--- src/rtl/cr_pkg.sv ---
// Shared types and constants for the call/return sequencer.
package cr_pkg;

    // Sequencer states
    typedef enum logic [1:0] {
        IDLE   = 2'd0,
        WAIT   = 2'd1,
        COMMIT = 2'd2,
        FAULT  = 2'd3
    } cr_state_e;

    // Fault codes reported on Fault_Code
    localparam logic [1:0] FC_NONE = 2'b00;
    localparam logic [1:0] FC_OVF  = 2'b01;
    localparam logic [1:0] FC_UNF  = 2'b10;
    localparam logic [1:0] FC_STK  = 2'b11;

    // Default geometry
    localparam int CR_ADDR_W = 13;
    localparam int CR_DEPTH  = 64;

endpackage

--- src/rtl/call_return_ctrl.sv ---
// Call/return sequencer: issues push/pop strobes to the hardware return-address
// stack, tracks a shadow depth to pre-empt over/underflow, and converts the
// stack response into a registered one-cycle PC load for fetch.
module call_return_ctrl
    import cr_pkg::*;
#(
    parameter int ADDR_W = CR_ADDR_W,
    parameter int DEPTH  = CR_DEPTH,
    parameter int PTR_W  = $clog2(DEPTH) + 1
) (
    input  logic              Sys_Clock,
    input  logic              Reset,
    input  logic              Instr_Valid,
    input  logic              Is_Call,
    input  logic              Is_Ret,
    input  logic [ADDR_W-1:0] Cur_PC,
    input  logic [ADDR_W-1:0] Target_Add,
    input  logic [ADDR_W-1:0] Ret_Add,
    input  logic              Err_Out,
    input  logic              Clear_Fault,
    output logic              Stack_Enable,
    output logic              Stack_Write,
    output logic [ADDR_W-1:0] NPPC,
    output logic              Stall,
    output logic              PC_Load,
    output logic [ADDR_W-1:0] PC_Next,
    output logic [PTR_W-1:0]  Depth,
    output logic              Fault,
    output logic [1:0]        Fault_Code
);

    localparam logic [PTR_W-1:0] DEPTH_FULL = PTR_W'(DEPTH);

    cr_state_e         state_q, state_d;
    logic              stack_en_q, stack_en_d;
    logic              stack_wr_q, stack_wr_d;
    logic [ADDR_W-1:0] nppc_q, nppc_d;
    logic              stall_q, stall_d;
    logic              pc_load_q, pc_load_d;
    logic [ADDR_W-1:0] pc_next_q, pc_next_d;
    logic [PTR_W-1:0]  depth_q, depth_d;
    logic              fault_q, fault_d;
    logic [1:0]        fault_code_q, fault_code_d;
    logic [ADDR_W-1:0] target_q, target_d;
    logic              push_q, push_d;

    // Next-state and next-output decode; outputs are registered from these
    always_comb begin
        state_d      = state_q;
        stack_en_d   = 1'b0;
        stack_wr_d   = 1'b0;
        nppc_d       = nppc_q;
        pc_load_d    = 1'b0;
        pc_next_d    = pc_next_q;
        depth_d      = depth_q;
        fault_code_d = fault_code_q;
        target_d     = target_q;
        push_d       = push_q;

        case (state_q)
            IDLE: begin
                if (Instr_Valid && Is_Call) begin
                    // CALL has priority over a simultaneous RET
                    if (depth_q == DEPTH_FULL) begin
                        state_d      = FAULT;
                        fault_code_d = FC_OVF;
                    end else begin
                        stack_en_d = 1'b1;
                        stack_wr_d = 1'b1;
                        nppc_d     = Cur_PC + ADDR_W'(1);
                        target_d   = Target_Add;
                        push_d     = 1'b1;
                        state_d    = WAIT;
                    end
                end else if (Instr_Valid && Is_Ret) begin
                    if (depth_q == PTR_W'(0)) begin
                        state_d      = FAULT;
                        fault_code_d = FC_UNF;
                    end else begin
                        stack_en_d = 1'b1;
                        stack_wr_d = 1'b0;
                        push_d     = 1'b0;
                        state_d    = WAIT;
                    end
                end else begin
                    state_d = IDLE;
                end
            end
            WAIT: begin
                // Stack response settled on the falling edge; sample it now
                if (Err_Out) begin
                    state_d      = FAULT;
                    fault_code_d = FC_STK;
                end else begin
                    state_d   = COMMIT;
                    pc_load_d = 1'b1;
                    if (push_q) begin
                        pc_next_d = target_q;
                        depth_d   = depth_q + PTR_W'(1);
                    end else begin
                        pc_next_d = Ret_Add;
                        depth_d   = depth_q - PTR_W'(1);
                    end
                end
            end
            COMMIT: begin
                state_d = IDLE;
            end
            FAULT: begin
                if (Clear_Fault) begin
                    state_d      = IDLE;
                    fault_code_d = FC_NONE;
                end else begin
                    state_d = FAULT;
                end
            end
            default: begin
                state_d      = IDLE;
                fault_code_d = FC_NONE;
            end
        endcase

        stall_d = (state_d != IDLE);
        fault_d = (state_d == FAULT);
    end

    // State and output registers; async reset clears everything
    always_ff @(posedge Sys_Clock or negedge Reset) begin
        if (!Reset) begin
            state_q      <= IDLE;
            stack_en_q   <= 1'b0;
            stack_wr_q   <= 1'b0;
            nppc_q       <= '0;
            stall_q      <= 1'b0;
            pc_load_q    <= 1'b0;
            pc_next_q    <= '0;
            depth_q      <= '0;
            fault_q      <= 1'b0;
            fault_code_q <= FC_NONE;
            target_q     <= '0;
            push_q       <= 1'b0;
        end else begin
            state_q      <= state_d;
            stack_en_q   <= stack_en_d;
            stack_wr_q   <= stack_wr_d;
            nppc_q       <= nppc_d;
            stall_q      <= stall_d;
            pc_load_q    <= pc_load_d;
            pc_next_q    <= pc_next_d;
            depth_q      <= depth_d;
            fault_q      <= fault_d;
            fault_code_q <= fault_code_d;
            target_q     <= target_d;
            push_q       <= push_d;
        end
    end

    assign Stack_Enable = stack_en_q;
    assign Stack_Write  = stack_wr_q;
    assign NPPC         = nppc_q;
    assign Stall        = stall_q;
    assign PC_Load      = pc_load_q;
    assign PC_Next      = pc_next_q;
    assign Depth        = depth_q;
    assign Fault        = fault_q;
    assign Fault_Code   = fault_code_q;

endmodule

--- config.mk ---
export PLATFORM = sky130hd
export DESIGN_NAME = call_return_ctrl
export DESIGN_NICKNAME = d
export VERILOG_FILES = /design/src/rtl/cr_pkg.sv /design/src/rtl/call_return_ctrl.sv
export SDC_FILE = /design/constraint.sdc
export NUM_CORES = 1
export LEC_CHECK = 0
export ABC_AREA = 1
export CAP_MARGIN = 10
export CORE_ASPECT_RATIO = 1.2
export CORE_MARGIN = 5
export CORE_UTILIZATION = 51
export DETAILED_ROUTE_END_ITERATION = 6
export HOLD_SLACK_MARGIN = 0.03
export PLACE_DENSITY = 0.93
export SETUP_SLACK_MARGIN = 0.15
export SLEW_MARGIN = 20
export SYNTH_ARGS = -nofsm -noshare
export SYNTH_HDL_FRONTEND = slang
export SYNTH_SLANG_ARGS = --single-unit
--- constraint.sdc ---
create_clock -name Sys_Clock -period 2.88 [get_ports Sys_Clock]
set_input_delay 0.432 -clock Sys_Clock [delete_from_list [all_inputs] [get_ports Sys_Clock]]
set_output_delay 0.432 -clock Sys_Clock [all_outputs]
set_load 0.01 [all_outputs]
==> run summary <==
Crit path DAT -> 2.08 ns
Synth Area in Simple Gates -> 30.1%
First-pass GRT wire length -> 11,800 um
Reg2Reg Depth -> 10
Most frequent cells after synthesis -> 130 x nand2_1, 56 x dfrtp_1, 43 x nor2_1
Root buf cell -> clkbuf_8
Total of warnings raised by yosys -> 0
Final Hold Fails -> 0
Fin crit period -> 1.89 ns
Core ar. -> 0.00556 sq mm
Max cap viols -> 0
CTS Buffer Depth -> 2
Startpoint Class -> register
Number of distinct library cells after synthesis -> 28
Largest family of logic cells by synthesized area -> simple AND/OR/NAND/NOR gates
Leading area contributor after synthesis -> dfrtp_1
Boundary pin count -> 86
Outcome -> complete, no violations
Most frequent cell on the critical path -> nand2_1
Largest net degree at the start of global routing -> 33
Slowest stage delay, CP -> 0.46 ns
Post-Synthesis Cells -> 356
Multiplexer share of the synthesized area -> 0%
Worst-path clk slew -> 0.09 ns
DRT met1 WL -> 2800 um
Crit path max fanout -> 19
Synth Area in Adders -> 3.32%
Clock sinks -> 56
Post-synth top area share -> 49.0%
Detailed Place HPWL -> 5260 um
Antenna fix cells -> 0
Asr flop ratio synth -> 100%
Fmax -> 530 MHz
Pin slew with the least headroom to its limit -> 0.649 ns
Met3 WL -> 535 um
Area grow syn2layout -> 34.7%
Xor/xnor cell area share of the yosys netlist -> 2.75%
Post-synth EDFFs -> 0
Share of post-route cells with drive strength above 1 -> 5.66%
Max-Slew Margin vs Limit -> 56.7%
Initial Util -> 51.5%
Main synth FF type -> dfrtp_1
#FFs+latches synth -> 56
Leakage -> 1.90 nW
Crit-path cells -> inv_1 > ha_1 > nand2_1 > nor2_1 > nand2_1 > nand3_1 > nand2_1 > nand2_1 > nand2_1 > nand2_1
Routability cong. -> 0.936
Final hold slack -> 0.147 ns
CP required -> 3.07 ns
Top post-synthesis cells by area -> dfrtp_1 49%, nand2_1 17%, nor2_1 5.6%
GRT overflow -> 0
Post-route clock period utilization -> 65.5%
Most common cell in the netlist -> nand2_1
Die area -> 0.00722 sq mm
Clock Latency Late Sink -> 0.30 ns
Final ANT Viol Nets -> 0
Mapped Avg Cell Area -> 8.04 sq um
Post-CTS Resized -> 0
Vert. Die Dim -> 92.1 um
Reg-to-reg startpoint -> push_q
CTS Hold Bufs -> 0
Slowest CP cell -> inv_1
Post-route DRC -> 0
Power Density -> 1000 mW/mm^2
Setup slack, reg-to-reg -> 0.99 ns
PortBufs -> 85
Mapped Nets -> 409
Pre-Repair DR Iteration Count -> 4
Reg2Reg Capture Point -> Depth[6]
Setup repair after global routing missed its margin -> false
Chip width -> 78.4 um
Post-CTS setup buffers -> 0
Via density -> 5.24
Count of final max-slew check failures -> 0
WS Path Type -> register to register
Wirelength per Cell -> 13.6 um
Uppermost layer routed -> met4
Hold Crit Class -> input port to async pin
CTS buffer count -> 5
Final total power -> 0.00387 W
Cell Rows -> 30
Post-Route WL -> 6900 um
Final Skew -> 0.00319 ns
Synth Area in Compound Gates -> 7.30%
Crit path capture type -> register
Mapped cell area -> 0.00286 sq mm
TritonCTS clock tree -> yes
Vias in the first global route -> 2,609
Initial antenna violation count -> 0
Global Route Usage Sum -> 20.1%
Fin nets -> 494
Met2 wire length -> 3480 um
Sequential share of the synthesized area -> 49.0%
Fill count -> 440
H-tree levels -> 2
# setup viols final -> 0
Initial DRC Count -> 175
Setup TNS -> 0 ns
Routed vias -> 2,652
VDD IR-drop max -> 408 uV
==> per-layer routing <==
metal,global-route usage (%),vias up
li1,-,1297
met1,24.9,1228
met2,34.1,115
met3,5.50,12
met4,6.27,0
met5,0,-
==> how the worst max path moves through the flow <==
stage	startpoint	cells past startpoint	endpoint	slack, ns
5_1_grt	push_q	10	Depth[6]	0.80
2_1_floorplan	push_q	12	Depth[6]	1.22
4_1_cts	push_q	10	Depth[6]	0.97
3_3_place_gp	Err_Out	5	PC_Next[7]	0.98
3_5_place_dp	Err_Out	5	PC_Next[8]	0.86
6_report	push_q	10	Depth[6]	0.99
==> cell usage in the layout, fill, tap and decap left out <==
cell             instances
buf_4                    5
buf_2                    1
nor3_2                   1
fa_1                     1
bufinv_16                1
o31ai_1                 13
xor2_1                   5
nand3_2                  1
dfrtp_1                 56
nand4_1                  7
nand2_2                  1
clkbuf_8                 7
nand2_1                130
nor2_2                   1
nor2_4                   1
nor2_1                  43
o21ai_1                  2
nor3_1                   4
o21ai_0                  8
a21oi_1                  2
inv_1                   29
o21bai_1                 1
xnor2_1                  4
o21ai_2                  5
clkdlybuf4s50_1         84
ha_1                     6
inv_4                    1
clkinv_1                 1
nand3_1                 21
==> layout make-up <==
class,instances,area (sq um),area share [%]
Clock buffer,7,96.3,2.50
Tap cell,64,80.1,2.08
Clock inverter,1,30.0,0.779
Multi-Input combinational cell,257,1240,32.3
Timing Repair Buffer,90,883,22.9
Inverter,31,119,3.08
Sequential cell,56,1400,36.4
==> stage by stage <==
stage	worst slack, ns	instance area (sq um)	util [%]	cells
2_1_floorplan	1.22	2860	-	356
3_3_place_gp	0.979	3730	67.1	498
3_5_place_dp	0.858	3730	67.1	498
4_1_cts	0.975	3850	69.4	506
5_1_grt	0.799	3850	69.4	506
6_report	0.994	3850	69.4	506
==> power breakdown <==
| part | switching, W | leakage (nW) | internal, W |
|---|---|---|---|
| clock | 0.000237 | 0.0645 | 0.000307 |
| sequential | 0.000245 | 0.700 | 0.00115 |
| combinational | 0.00102 | 1.14 | 0.000923 |
| total | 0.00150 | 1.90 | 0.00238 |
==> worst max-delay path: cells and delay by family, from the launching register on <==
family	cells	cell delay, ns
buf+inv	1	0.46
flops	1	0.38
simple gates	8	0.53
fa+ha+maj	1	0.41
==> registers in the layout (all words and copies together), names as in the netlist <==
register,count
Depth,7
Fault,1
Fault_Code,2
NPPC,13
PC_Load,1
PC_Next,13
Stack_Enable,1
Stack_Write,1
Stall,1
push_q,1
state_q,2
target_q,13
==> cells by family (layout without fill, tap and decap cells) <==
family / after synthesis / in the layout
XOR/XNOR: 9 / 9
AND/OR/NAND/NOR: 210 / 210
AO/OA/AOI/OAI: 31 / 31
buffers and inverters: 43 / 129
flip-flops: 56 / 56
adder cells (fa/ha/maj): 7 / 7
Note: power is estimated with default switching activity, not from simulation.
